**src/rtl/hps_pixel_fifo_bridge_if.sv**
```systemverilog
// Pixel stream + Avalon-MM bus bundle for hps_pixel_fifo_bridge.
// master: camera source and HPS side (drives pix_*, address, read, write, writedata).
// slave : the bridge (drives pix_ready, readdata, waitrequest).
interface hps_pixel_fifo_bridge_if #(
  parameter int PIX_W = 24
);
  logic             pix_valid;
  logic [PIX_W-1:0] pix_data;
  logic             pix_last;
  logic             pix_ready;
  logic [2:0]       address;
  logic             read;
  logic [31:0]      readdata;
  logic             write;
  logic [31:0]      writedata;
  logic             waitrequest;

  modport master (
    output pix_valid, pix_data, pix_last, address, read, write, writedata,
    input  pix_ready, readdata, waitrequest
  );

  modport slave (
    input  pix_valid, pix_data, pix_last, address, read, write, writedata,
    output pix_ready, readdata, waitrequest
  );
endinterface

```
**src/rtl/hps_pixel_fifo_bridge.sv**
```systemverilog
// hps_pixel_fifo_bridge: Avalon-MM slave moving camera pixels to the HPS
// through a DEPTH-entry FIFO, one CPU read per pixel.
// Ports:
//   clk, rst_n  clock and synchronous active-low reset
//   bus         pixel valid/ready stream in, Avalon-MM slave (read latency 1)
//   frame_irq   level interrupt = frame_done & irq_en
//   out_state   FSM state for debug (0 IDLE, 1 STREAM, 2 DRAIN, 3 DONE)
// Registers: 0 STATUS, 1 CONTROL, 2 DATA (read pops), 3 PIXCOUNT.
module hps_pixel_fifo_bridge #(
  parameter int PIX_W = 24,
  parameter int DEPTH = 16
) (
  input  logic                   clk,
  input  logic                   rst_n,
  hps_pixel_fifo_bridge_if.slave bus,
  output logic                   frame_irq,
  output logic [1:0]             out_state
);

  localparam int AW    = $clog2(DEPTH);
  localparam int LVL_W = $clog2(DEPTH) + 1;

  typedef enum logic [1:0] {
    IDLE   = 2'd0,
    STREAM = 2'd1,
    DRAIN  = 2'd2,
    DONE   = 2'd3
  } state_t;

  state_t           state;
  logic [PIX_W:0]   mem [DEPTH];
  logic [AW-1:0]    wr_ptr, rd_ptr;
  logic [LVL_W-1:0] level;
  logic [31:0]      pixcount;
  logic             enable, irq_en, frame_done, underflow;

  logic           full, empty, push, pop, ctrl_wr, clr, data_rd, restart;
  logic [PIX_W:0] head;
  logic           head_last;
  logic [31:0]    rd_mux;

  assign full      = (level == LVL_W'(DEPTH));
  assign empty     = (level == '0);
  assign head      = mem[rd_ptr];
  assign head_last = head[PIX_W];

  assign bus.pix_ready   = (state == STREAM) && !full;
  assign bus.waitrequest = 1'b0;
  assign push    = bus.pix_valid && bus.pix_ready;
  assign ctrl_wr = bus.write && (bus.address == 3'd1);
  assign clr     = ctrl_wr && bus.writedata[1];
  assign data_rd = bus.read && (bus.address == 3'd2);
  // An empty read never pops: no bypass from a same-cycle push.
  assign pop     = data_rd && !empty;
  assign restart = ctrl_wr && bus.writedata[0] && (state == DONE);

  assign frame_irq = frame_done && irq_en;
  assign out_state = state;

  // Read mux sees pre-edge state, so a same-cycle write is not visible.
  always_comb begin
    rd_mux = '0;
    case (bus.address)
      3'd0: begin
        rd_mux[0]     = !empty;
        rd_mux[1]     = frame_done;
        rd_mux[2]     = underflow;
        rd_mux[31:16] = 16'(level);
      end
      3'd1: rd_mux = {29'd0, irq_en, 1'b0, enable};
      3'd2: begin
        if (!empty) begin
          rd_mux     = 32'(head[PIX_W-1:0]);
          rd_mux[31] = head_last;
        end
      end
      3'd3: rd_mux = pixcount;
      default: rd_mux = '0;
    endcase
  end

  // Storage is not reset; contents are meaningless once pointers are flushed.
  always_ff @(posedge clk) begin
    if (push && !clr) mem[wr_ptr] <= {bus.pix_last, bus.pix_data};
  end

  always_ff @(posedge clk) begin
    if (!rst_n) begin
      state        <= IDLE;
      wr_ptr       <= '0;
      rd_ptr       <= '0;
      level        <= '0;
      pixcount     <= '0;
      enable       <= 1'b0;
      irq_en       <= 1'b0;
      frame_done   <= 1'b0;
      underflow    <= 1'b0;
      bus.readdata <= '0;
    end else begin
      if (bus.read) bus.readdata <= rd_mux;

      if (ctrl_wr) begin
        enable <= bus.writedata[0];
        irq_en <= bus.writedata[2];
      end

      if (clr) begin
        // Clear beats any same-cycle push/pop; the pushed pixel is dropped.
        wr_ptr     <= '0;
        rd_ptr     <= '0;
        level      <= '0;
        pixcount   <= '0;
        frame_done <= 1'b0;
        underflow  <= 1'b0;
        state      <= bus.writedata[0] ? STREAM : IDLE;
      end else begin
        if (push) wr_ptr <= wr_ptr + AW'(1);
        if (pop)  rd_ptr <= rd_ptr + AW'(1);
        if (push && !pop)      level <= level + LVL_W'(1);
        else if (pop && !push) level <= level - LVL_W'(1);

        if (data_rd && empty)                 underflow <= 1'b1;
        else if (ctrl_wr && bus.writedata[3]) underflow <= 1'b0;

        if (restart)  pixcount <= '0;
        else if (pop) pixcount <= pixcount + 32'd1;

        if (restart)                                 frame_done <= 1'b0;
        else if (state == DRAIN && pop && head_last) frame_done <= 1'b1;

        if (ctrl_wr && !bus.writedata[0]) begin
          state <= IDLE;
        end else begin
          case (state)
            IDLE:    if (ctrl_wr) state <= STREAM;
            STREAM:  if (push && bus.pix_last) state <= DRAIN;
            DRAIN:   if (pop && head_last) state <= DONE;
            DONE:    if (ctrl_wr) state <= STREAM;
            default: state <= IDLE;
          endcase
        end
      end
    end
  end

endmodule

```
**src/flat_wrapper.sv**
```systemverilog
// flat-port wrapper written by rule: the top's interface ports become plain ports
module hps_pixel_fifo_bridge_flat 
#(
  parameter int PIX_W = 24,
  parameter int DEPTH = 16
)
  (clk, rst_n, frame_irq, out_state, bus_pix_valid, bus_pix_data, bus_pix_last, bus_address, bus_read, bus_write, bus_writedata, bus_pix_ready, bus_readdata, bus_waitrequest);
  hps_pixel_fifo_bridge_if #(.PIX_W(PIX_W)) bus_i ();
  input  logic clk;
  input  logic rst_n;
  output logic frame_irq;
  output logic [1:0] out_state;
  input wire logic [$bits(bus_i.pix_valid)-1:0] bus_pix_valid;
  input wire logic [$bits(bus_i.pix_data)-1:0] bus_pix_data;
  input wire logic [$bits(bus_i.pix_last)-1:0] bus_pix_last;
  input wire logic [$bits(bus_i.address)-1:0] bus_address;
  input wire logic [$bits(bus_i.read)-1:0] bus_read;
  input wire logic [$bits(bus_i.write)-1:0] bus_write;
  input wire logic [$bits(bus_i.writedata)-1:0] bus_writedata;
  output wire logic [$bits(bus_i.pix_ready)-1:0] bus_pix_ready;
  output wire logic [$bits(bus_i.readdata)-1:0] bus_readdata;
  output wire logic [$bits(bus_i.waitrequest)-1:0] bus_waitrequest;
  assign bus_i.pix_valid = bus_pix_valid;
  assign bus_i.pix_data = bus_pix_data;
  assign bus_i.pix_last = bus_pix_last;
  assign bus_i.address = bus_address;
  assign bus_i.read = bus_read;
  assign bus_i.write = bus_write;
  assign bus_i.writedata = bus_writedata;
  assign bus_pix_ready = bus_i.pix_ready;
  assign bus_readdata = bus_i.readdata;
  assign bus_waitrequest = bus_i.waitrequest;
  hps_pixel_fifo_bridge #(.PIX_W(PIX_W), .DEPTH(DEPTH)) u_core (.clk(clk), .rst_n(rst_n), .bus(bus_i), .frame_irq(frame_irq), .out_state(out_state));
endmodule
```
**config.mk**
```make
export PLATFORM = sky130hd
export DESIGN_NAME = hps_pixel_fifo_bridge_flat
export DESIGN_NICKNAME = d
export VERILOG_FILES = /design/src/rtl/hps_pixel_fifo_bridge_if.sv /design/src/rtl/hps_pixel_fifo_bridge.sv /design/src/flat_wrapper.sv
export SDC_FILE = /design/constraint.sdc
export NUM_CORES = 1
export LEC_CHECK = 0
export CORE_ASPECT_RATIO = 1.2
export CORE_MARGIN = 4
export CORE_UTILIZATION = 40
export DETAILED_ROUTE_END_ITERATION = 10
export SETUP_SLACK_MARGIN = 0.02
export SLEW_MARGIN = 25
export SYNTH_ARGS = -nofsm -noshare
export SYNTH_HDL_FRONTEND = slang
export SYNTH_SLANG_ARGS = --single-unit
```
**constraint.sdc**
```tcl
create_clock -name clk -period 8.26 [get_ports clk]
set_input_delay 1.652 -clock clk [delete_from_list [all_inputs] [get_ports clk]]
set_output_delay 1.652 -clock clk [all_outputs]
set_load 0.01 [all_outputs]
```
==> metrics.md <==
| Metric | Value |
|---|---|
| Global placement routability congestion | `between 0.8 and 0.9` |
| Xor-xnor portion of the synthesized cell area | `~1.1%` |
| Count of port buffers added during placement | `just over 70` |
| Register-to-Register Path Depth | `6` |
| Asr flop ratio synth | `0%` |
| Actual slew at the worst max-slew pin | `1.092 ns` |
| Final nets | `around 1.2k` |
| CTS Buf Count | `46` |
| Final worst path period share | `roughly 52%` |
| Worst r2r dst | `u_core.mem[1][19]` |
| Primary FF master, synth | `edfxtp_1` |
| M3 GR Usage | `under 10%` |
| Hold EP | `u_core.irq_en` |
| Mapped Avg Cell Area | `18.60 um2` |
| Initial DRC Count | `823` |
| Placed Instances | `about 1.7k` |
| Ys Warns | `0` |
| PwrDens | `230.5 nW/um2` |
| Row Count | `just under 90` |
| VDD IR max | `approximately 0.13 mV` |
| Initial antenna violation count | `2` |
| Status | `finished, final reports clean` |
| Post-synthesis compound-gate area fraction | `under 10%` |
| Root Buffer | `clkbuf_16` |
| Netlist Area Pre-Place | `19150 um2` |
| Simple-Gate Fraction of Synth Area | `5.448%` |
| Core Area | `47130 um2` |
| Post-layout util | `between 40% and 50%` |
| FF/Latch Area | `between 10000 and 15000 um2` |
| Drt first pass iters | `5` |
| Area Growth Syn to Fin | `16.38%` |
| Total length of routed wires | `41840 um` |
| RSZ-0062 raised after global routing | `no` |
| Final min period | `~4.3 ns` |
| Clock Skew | `around 0.024 ns` |
| Synth top cells by count | `400 x edfxtp_1, 124 x mux4_2, 87 x dfxtp_1` |
| Setup TNS | `0 ns` |
| Mapped Nets | `between 1k and 1.5k` |
| Die height | `247.7 um` |
| Via count | `between 9k and 10k` |
| Cells after Synth | `approximately 1k` |
| Crit Path Class | `in2reg` |
| Count leader, synth | `edfxtp_1` |
| First-pass GRT wire length | `between 60000 and 70000 um` |
| Multiplexer share of the synthesized area | `14.95%` |
| Total gr overflow | `0` |
| FMAX | `between 200 and 250 MHz` |
| Largest family of logic cells by synthesized area | `multiplexers` |
| Synth top area cells | `edfxtp_1 63%, mux4_2 15%, dfxtp_1 9.1%` |
| CTS tree | `yes` |
| Synth cell types | `roughly 60` |
| Largest net degree at the start of global routing | `48` |
| Post-CTS Resized | `0` |
| Area of the multi-input gates | `5171 um2` |
| Fin. Hold Viols | `0` |
| Max clock buf depth | `3` |
| Total chip power | `a little over 5 mW` |
| Post-synthesis register bit count | `between 400 and 500` |
| Post-route ant nets | `0` |
| Grt peak-use layer | `met2` |
| Drt via density | `5.478` |
| H-tree Lvls | `2` |
| Synth Area in Adders | `less than 1%` |
| Hold path cells | `2` |
| Starting Density | `40.64%` |
| Leak | `about 6.8 nW` |
| Hold-fix buffers, CTS | `0` |
| Die Wd | `207.8 um` |
| Cell taking the most area after synthesis | `edfxtp_1` |
| Post-synth top area share | `62.71%` |
| Signal arrival time at the worst endpoint | `approximately 4.5 ns` |
| Inserted Diodes | `0` |
| Final hold slack | `slightly below 0.5 ns` |
| Max_cap viols | `0` |
| Crit path max fanout | `20` |
| Final cell count without fillers | `about 1.8k` |
| Reg-to-reg startpoint | `u_core.level[0]` |
| Reg2reg setup slack | `about 5.1 ns` |
| Fin. max-slew vios | `0` |
| # fillers | `~4k` |
| Crit path launch type | `input pin` |
| Sequential cell area fraction in the yosys report | `71.81%` |
| Vias in the first global route | `between 9k and 10k` |
| Post-CTS Setup Inserts | `0` |
| Post-synth EDFFs | `400` |
| Tot GR Track Use | `16.19%` |
| Met2 Use GR | `between 20% and 30%` |
| Hold/Removal Path Class | `reg2reg` |
| Wire per inst | `approximately 24 um` |
| CP Capture Type | `register` |
| Clock latency on the worst-skew pair | `around 0.56 ns` |
| Met1 GRT Util | `between 20% and 30%` |
| CTS sink cnt | `between 400 and 500` |
| DP Wirelength | `24950 um` |
| Worst Hold Launch | `u_core.irq_en` |
| Ports | `102` |
| Clock Pin Slew Worst Setup and Hold Paths | `roughly 0.06 ns` |
| Critical Path RT | `8.46 ns` |
| Max transition margin | `a little over a quarter` |
| Drt drc | `0` |
| Final Setup Violations | `0` |
| Full die area | `approximately 51000 um2` |
| Layout cells sized above 1 | `roughly a fifth` |
[logic make-up (layout without fill, tap and decap cells)]
group	Yosys count	count (layout)
xor+xnor	25	25
mux	131	131
other cells	1	1
simple gates	199	199
compound gates	105	105
buf+inv	68	194
fa+ha+maj	14	14
flops	487	487
[worst max-delay path: stages]
cell and delay, ns:
clkdlybuf4s50_1 0.70, nand4bb_1 0.32, nor2_1 0.13, nor2b_1 0.31, nand2_1 0.31, nor3_2 0.58
buf_4 0.49
[metal layers]
metal | vias up | wire length, um
li1 | 4350 | -
met1 | 5105 | 18040
met2 | 239 | 20860
met3 | 47 | 2036
met4 | 4 | 897
met5 | - | 16
[state kept, by name, summed over array words and instances (netlist names), 2 cells and up, named ones only]
| register | cells |
|---|---|
| u_core.pixcount | 32 |
| u_core.bus.readdata | 32 |
| u_core.out_state | 2 |
| u_core.level | 5 |
| u_core.wr_ptr | 4 |
| u_core.mem | 400 |
| u_core.rd_ptr | 4 |
[layout make-up]
class | count | area share (%)
well taps | 623 | 3.497
flip-flops and latches | 487 | 61.75
clock buffers | 59 | 5.624
multi-input cells | 475 | 23.20
clock inverters | 24 | 0.9430
repair buffers | 97 | 4.754
inverters | 14 | 0.2358
[cell usage in the layout, fill, tap and decap left out, types with 3 or more instances in the layout]
cell type and instances:
a21oi_1 23, xnor2_1 16, dfxtp_1 83, xor2_1 9, nor2_1 38, or4_1 4, clkbuf_1 9, and3_1 4
or3_1 15, a22o_1 5, a222oi_1 8, nor3_2 4, nor2_4 12, nand3_1 24, nand2b_1 3, clkinv_2 4
and4_1 5, nor2b_1 20, nand2_1 39, buf_16 7, nand4_1 6, a22oi_1 23, nor3_1 8, and2_1 3
nor3b_1 3, mux4_2 124, o21ai_0 23, inv_1 13, edfxtp_1 400, clkinv_1 14, clkdlybuf4s50_1 72, buf_4 16
bufinv_16 4, ha_1 13, clkbuf_16 48, mux2i_1 6
[worst max path at each step]
stage | from | endpoint | slack, ns
after floorplan | bus_address[1] | u_core.mem[0][0] | 3.63
after global placement | bus_address[1] | u_core.mem[0][22] | 3.46
after detailed placement | bus_address[1] | u_core.mem[1][21] | 3.42
after CTS | bus_address[1] | u_core.mem[1][18] | 4.00
after global routing | bus_address[1] | u_core.mem[1][19] | 3.85
final | bus_address[1] | u_core.mem[1][19] | 3.96
[power breakdown]
group          switching [mW]  leakage (nW)  internal (mW)
combinational           0.194          1.81          0.167
clock                   0.859         0.711           1.19
sequential             0.0337          4.30           2.69
total                    1.09          6.82           4.05
[stage by stage]
stage / worst slack, ns / instance area (um2)
after floorplan: 3.634 / 19150
after global placement: 3.457 / 20610
after detailed placement: 3.421 / 20820
after CTS: 4.004 / 22290
after global routing: 3.848 / 22290
final: 3.962 / 22290
No activity file was read; power rests on OpenSTA's default activity.
